File: src/rtl/esm_instr_window.sv
// Circular instruction window: DEPTH-entry ring with per-slot valid bitmap,
// in-order valid/ready push/pop, optional NOP dropping, flush and lookup port.
module esm_instr_window #(
    parameter int IW       = 32,
    parameter int DEPTH    = 16,
    parameter int DROP_NOP = 1,
    localparam int AW      = $clog2(DEPTH)
) (
    input  logic             clk,
    input  logic             rst,
    input  logic             flush,
    input  logic             in_valid,
    input  logic [IW-1:0]    in_instr,
    output logic             in_ready,
    output logic             out_valid,
    input  logic             out_ready,
    output logic [IW-1:0]    out_instr,
    output logic [AW-1:0]    out_index,
    input  logic [AW-1:0]    rd_index,
    output logic [IW-1:0]    rd_instr,
    output logic             rd_valid,
    output logic [DEPTH-1:0] valid_map,
    output logic [AW:0]      count,
    output logic             full,
    output logic             empty
);

    logic [AW-1:0]    wr_ptr_q, wr_ptr_d;
    logic [AW-1:0]    rd_ptr_q, rd_ptr_d;
    logic [AW:0]      count_q, count_d;
    logic [DEPTH-1:0] valid_map_q, valid_map_d;
    logic [IW-1:0]    mem [DEPTH];

    logic push_fire, pop_fire, is_nop, store;

    assign full      = (count_q == (AW+1)'(DEPTH));
    assign empty     = (count_q == '0);
    assign in_ready  = !full;
    assign out_valid = !empty;
    assign push_fire = in_valid && in_ready;
    assign pop_fire  = out_valid && out_ready;
    // A dropped NOP still completes the handshake, it just never lands in the ring.
    assign is_nop    = (DROP_NOP != 0) && (in_instr == '0);
    assign store     = push_fire && !is_nop;

    assign out_instr = mem[rd_ptr_q];
    assign out_index = rd_ptr_q;
    assign rd_instr  = mem[rd_index];
    assign rd_valid  = valid_map_q[rd_index];
    assign valid_map = valid_map_q;
    assign count     = count_q;

    always_comb begin
        wr_ptr_d = wr_ptr_q;
        rd_ptr_d = rd_ptr_q;
        count_d  = count_q;
        if (store)
            wr_ptr_d = wr_ptr_q + 1'b1;
        if (pop_fire)
            rd_ptr_d = rd_ptr_q + 1'b1;
        if (store && !pop_fire)
            count_d = count_q + 1'b1;
        else if (!store && pop_fire)
            count_d = count_q - 1'b1;
        if (flush) begin
            wr_ptr_d = '0;
            rd_ptr_d = '0;
            count_d  = '0;
        end
    end

    // Push and pop never target the same slot, so each bit needs one rule only.
    generate
        for (genvar gi = 0; gi < DEPTH; gi++) begin : g_valid
            always_comb begin
                valid_map_d[gi] = valid_map_q[gi];
                if (flush)
                    valid_map_d[gi] = 1'b0;
                else if (store && (wr_ptr_q == AW'(gi)))
                    valid_map_d[gi] = 1'b1;
                else if (pop_fire && (rd_ptr_q == AW'(gi)))
                    valid_map_d[gi] = 1'b0;
            end
        end
    endgenerate

    always_ff @(posedge clk or posedge rst) begin
        if (rst) begin
            wr_ptr_q    <= '0;
            rd_ptr_q    <= '0;
            count_q     <= '0;
            valid_map_q <= '0;
        end else begin
            wr_ptr_q    <= wr_ptr_d;
            rd_ptr_q    <= rd_ptr_d;
            count_q     <= count_d;
            valid_map_q <= valid_map_d;
        end
    end

    // Storage is never reset or cleared; only storing pushes write it.
    always_ff @(posedge clk) begin
        if (store && !flush)
            mem[wr_ptr_q] <= in_instr;
    end

endmodule
File: config.mk
export PLATFORM = sky130hd
export DESIGN_NAME = esm_instr_window
export DESIGN_NICKNAME = d
export VERILOG_FILES = /design/src/rtl/esm_instr_window.sv
export SDC_FILE = /design/constraint.sdc
export NUM_CORES = 1
export LEC_CHECK = 0
export CAP_MARGIN = 0
export CORE_AREA = 2 2 271 273
export CTS_CLUSTER_DIAMETER = 50
export DETAILED_ROUTE_END_ITERATION = 10
export DIE_AREA = 0 0 273 275
export PLACE_DENSITY = 0.57
export SLEW_MARGIN = 20
export SYNTH_ARGS = -nofsm -noshare
export SYNTH_HDL_FRONTEND = slang
export SYNTH_SLANG_ARGS = --single-unit
File: constraint.sdc
create_clock -name clk -period 4.47 [get_ports clk]
set_clock_uncertainty 0.1 [all_clocks]
set_input_delay 0.894 -clock clk [delete_from_list [all_inputs] [get_ports clk]]
set_output_delay 0.894 -clock clk [all_outputs]
set_load 0.05 [all_outputs]
After elaboration in Yosys (flattened, before gate mapping)
Memory sizes are Yosys's and may differ from the RTL's.
Index checks and enable logic that the tools add are counted.
{"block": "classes", "n_mux": 59, "magnitude_cmp": 1, "n_addsub": 4, "n_reduce_logical": 67, "eq_ne": 31}
{"operator": "4-bit == test, second input constant", "n": 16}
{"operator": "1-bit two-way mux", "n": 51}
{"operator": "3-bit nonzero test", "n": 17}
{"operator": "1-bit logical AND", "n": 38}
{"operator": "4-bit by 3-bit == test with 1-bit output, second input constant", "n": 8}
{"operator": "32-bit zero test", "n": 1}
{"operator": "4-bit by 2-bit == test with 1-bit output, second input constant", "n": 4}
{"operator": "4-bit two-way mux", "n": 4}
{"operator": "5-bit two-way mux", "n": 3}
{"operator": "4-bit by 1-bit adder with 4-bit output, second input constant", "n": 2}
{"operator": "4-bit by 1-bit == test with 1-bit output, second input constant", "n": 2}
{"operator": "4-bit zero test", "n": 2}
{"operator": "1-bit zero test", "n": 6}
{"operator": "5-bit by 1-bit adder with 5-bit output, second input constant", "n": 1}
{"operator": "5-bit == test, second input constant", "n": 1}
{"operator": "5-bit zero test", "n": 1}
{"operator": "4-bit by 5-bit less-than comparator with 1-bit output, second input constant", "n": 1}
{"operator": "5-bit by 1-bit subtractor with 5-bit output, second input constant", "n": 1}
{"operator": "1-bit binary-select mux with 4-bit select", "n": 1}
{"operator": "2-bit nonzero test", "n": 2}
{"block": "totals", "wordCells": 182, "output_inout_bits": 94, "memories": 1, "ff_bits": 29, "ramBits": 512}
{"memory": "mem", "depth": 16, "width": 32, "read_ports": 2, "rd_clocked_by_memory_dff": 0, "wr": 1, "line": "32", "text": "logic [IW-1:0] mem [DEPTH];"}

Logic depth before layout (Yosys ltp)
{"block": "logic_depth", "ltp_word": 9, "ltp_mapped": 11}

Least setup slack after synthesis
Ideal clock, no wire load.
{"block": "synth_timing", "path_kind": "register to register", "startpoint": "reg count_q[0], in the netlist count[0]", "endpoint": "mem mem[12][0], enable pin", "path_stages_with_launch": 7, "arrival_ps": 3257, "n_path_buf": 1, "setup_ps": 421, "setup_slack_ps": 692, "path_cell_list": "dfrtp_1 -> nor4_1 -> nand2_1 -> o211a_1 -> buf_4 -> nand2_1 -> nor2_1"}
{"block": "synth_via", "elab_chain_len": 7}
{"element": "from (decl)", "line": "30", "text": "logic [AW:0] count_q, count_d;"}
{"element": "from (signal assigned)", "line": "96", "text": "count_q <= count_d;"}
{"element": "5-bit == test", "line": "36", "text": "assign full = (count_q == (AW+1)'(DEPTH));"}
{"element": "1-bit zero test", "line": "38", "text": "assign in_ready = !full;"}
{"element": "named net in_ready", "line": "14", "text": "output logic in_ready,"}
{"element": "1-bit logical AND", "line": "40", "text": "assign push_fire = in_valid && in_ready;"}
{"element": "1-bit logical AND", "line": "44", "text": "assign store = push_fire && !is_nop;"}
{"element": "1-bit logical AND", "line": "103", "text": "if (store && !flush)"}
{"element": "1-bit two-way mux", "line": "103"}
{"element": "1-bit two-way mux (not written as such)", "line": "104", "text": "mem[wr_ptr_q] <= in_instr;"}
{"element": "to (decl)", "line": "32"}
The timed path passes the listed nets, and every way through them passes these cells.

Worst setup path after layout
{"block": "layout_timing", "startpoint": "reg rd_ptr_q[0], in the netlist out_index[0]", "endpoint": "out out_instr[28]"}
{"block": "layout_via", "elab_chain_len": 1}
{"element": "from (decl)", "line": "29", "text": "logic [AW-1:0] rd_ptr_q, rd_ptr_d;"}
{"element": "from (signal assigned)", "line": "95", "text": "rd_ptr_q <= rd_ptr_d;"}
{"element": "memory 16 x 32 bit"}
{"element": "to (decl)", "line": "17", "text": "output logic [IW-1:0] out_instr,"}
Every way passes these cells.

==> metrics.yaml <==
synth-seq-area-share: 0.645
fin_area_mm2: 0.0303
chipWidth_um: 273
dpl.hpwl_um: 41200
route.met2.wl_um: 32800
drc: 0
viasPerCell: 5.54
htreeDepth: 2
cts_buffers: 59
grt_antenna_before_repair: 1
io_buffer_count: 134
fin_util: 0.419
synth.avg_cell_area_um2: 22.5
whs_ps: 461
path_delay_family: "buffers and inverters"
critical_path.cell_chain: "buf_12 > mux4_2 > mux4_2 > clkdlybuf4s50_1"
synthCells: 1112
highest_layer: "met5"
path_class: "flop to output port"
reg2reg_depth: 10
worstPathRequired_ps: 3480
die_y_um: 275
r2r_start: "count[0]"
wl_met1_um: 28400
critical_path.startpoint_type: "flop"
final_nets: 1396
dpl_cell_area_mm2: 0.0284
worst_slack_ps: 119
io_pins: 135
cp-end-kind: "output port"
startpoint: "out_index[0]"
num_vias: 13000
place.gp.congestion: 0.786
p_per_area_mw_per_mm2: 471
drv_cap: 0
synth-seq-cells: 541
crit_end: "out_instr[28]"
grt_overflow: 0
dieArea_mm2: 0.0751
clock-sinks: 541
wirelength_um: 67100
cp_slowest_cell: "clkdlybuf4s50_1"
slowest_delay_ps: 770
antennaDiodeCount: 0
tns_ps: 0
worstMarginPinSlew_ps: 759
final_layout_size_suffix_gt1_frac: 0.436
power.leakage_uw: 0.00950
clock_latency_ps: 600
grt_max_degree: 76
period_share: 0.973
grt_pass1_wl_um: 98100
clockBufferDepth: 3
dr_wl_met3_um: 4780
hold_viol: 0
syn_area_mm2: 0.0250
regToRegEndpoint: "count[4]"
start_util: 0.345
r2r_setup_slack_ps: 1420
finalCriticalPeriod_ps: 4350
drtIter0Drc: 1171
cts_tree: "yes"
critPathMostFrequentCell: "mux4_2"
outcome: "complete, no violations"
crit_cells: 4
ir_drop_mv: 0.534
max_freq_ghz: 0.230
yosysTopAreaCellShare: 0.616
hold_path.class: "flop to flop"
ys_warn_count: 0
cts_root_buf: "clkbuf_16"
coreArea_mm2: 0.0723
syn-num-nets: 1166
critPathBufInv: 2
cp_max_fo: 39
grtUsageTotal: 0.181
path_clk_slew_ps: 60
cp.arrival_ps: 3360
pre_cts_slack_ps: 192
rows: 99
area_growth_pct: 21.3
ant_nets: 0
grt_pass1_vias: 13900
grt_setup_unrepaired: "no"
setup_viol: 0
synth_area_leader_cell: "edfxtp_1"
firstDrtPassIters: 5
drt-wirelength-per-cell_um: 28.6
relSlewSlack: 0.494
maxSlewViolCount: 0
synthTopCellsByArea: "edfxtp_1 62%, mux4_2 29%, dfrtp_1 2.9%"
yosysUniqueCellTypes: 37
## worst min-delay path: stages (launching register included)
cell	delay (ps)
dfrtp_1	370
nand3b_1	80
o21ai_0	70
## stage by stage
| stage | std cells | power (uW) |
|---|---|---|
| CTS | 2348 | 14400 |
| detailed placement | 2239 | 9700 |
| floorplan | 1112 | 8570 |
| finish | 2349 | 14300 |
| global route | 2349 | 14800 |
| global placement | 2239 | 9710 |
## layout by cell type (no fill, tap or decap), types with 10 or more instances in the layout
cell type        instances
clkinv_1                11
nor2_4                  16
clkdlybuf4s50_1         81
ha_1                    12
clkbuf_1                12
nor2_1                  14
nand3b_1                17
clkbuf_16               61
nand3_1                 14
buf_4                  131
mux4_2                 325
o21ai_0                 10
clkinv_2                10
dfrtp_1                 25
buf_12                  37
edfxtp_1               512
## repair_timing
item,4_1_cts,5_1_grt
resized for setup,0,1
endpoints found under the setup margin,0,1
setup buffers,0,0
hold buffers,0,0
## layer usage
metal	vias to the layer above	global-route usage
met5	-	0
met4	2	0.0375
met3	73	0.0368
met2	480	0.297
met1	7071	0.252
li1	5398	-
## flip-flops by register name, indices dropped and copies added, names as in the netlist
| signal | flops |
|---|---|
| mem | 512 |
| valid_map | 16 |
| count | 5 |
| out_index | 4 |
| wr_ptr_q | 4 |
## power breakdown
part           leakage, uW  switching (uW)  internal [uW]  total (uW)
Sequential         0.00500            92.1           5660        5750
Clock             0.000913            1990           2690        4680
Combinational      0.00358            2100           1730        3830
## cell families after synthesis
kind of cell               share of synthesized area
DFF                                            0.645
muxes                                          0.296
and+or+nand+nor                               0.0214
buffers and inverters                         0.0213
AOI/OAI and AO/OA                            0.00591
adders and majority gates                    0.00681
xor gates and xnor gates                     0.00356
## synthesized netlist by cell type
master / instances
and2_1: 1
edfxtp_1: 512
inv_1: 9
buf_2: 15
nor2_1: 30
nand3_1: 14
buf_8: 2
buf_1: 15
xnor2_4: 1
fa_1: 1
o211a_1: 1
xnor2_1: 4
dfrtp_1: 29
a21oi_1: 4
a21o_1: 2
o21ai_1: 6
ha_1: 12
mux2_1: 4
nand3b_1: 17
o21a_1: 1
nand2_1: 6
clkbuf_1: 33
nor4_1: 9
buf_6: 17
nor3b_1: 1
and3_1: 1
nand2b_1: 4
nor2b_1: 6
mux2i_1: 3
mux4_2: 325
xor2_1: 3
o2111ai_2: 1
buf_4: 3
or3_1: 2
or4_1: 1
nand4_1: 7
o21ai_0: 10
## how the worst min path moves through the flow
stage               slack [ps]           from  cells after the start            end
floorplan                  450    wr_ptr_q[1]                      2    wr_ptr_q[1]
global placement           430  valid_map[14]                      2  valid_map[14]
detailed placement         430   valid_map[6]                      2   valid_map[6]
CTS                        460  valid_map[14]                      2  valid_map[14]
global route               490  valid_map[14]                      2  valid_map[14]
finish                     460   valid_map[6]                      2   valid_map[6]
## final cells by class
| type | count | area [um2] |
|---|---|---|
| multi-input cells | 477 | 8460 |
| repair buffers | 254 | 2620 |
| well taps | 959 | 1200 |
| clock inverters | 34 | 269 |
| flip-flops and latches | 541 | 16100 |
| clock buffers | 75 | 1590 |
| fillers | 6282 | 42100 |
| inverters | 9 | 33.8 |
(Power assumes the default switching activity.)
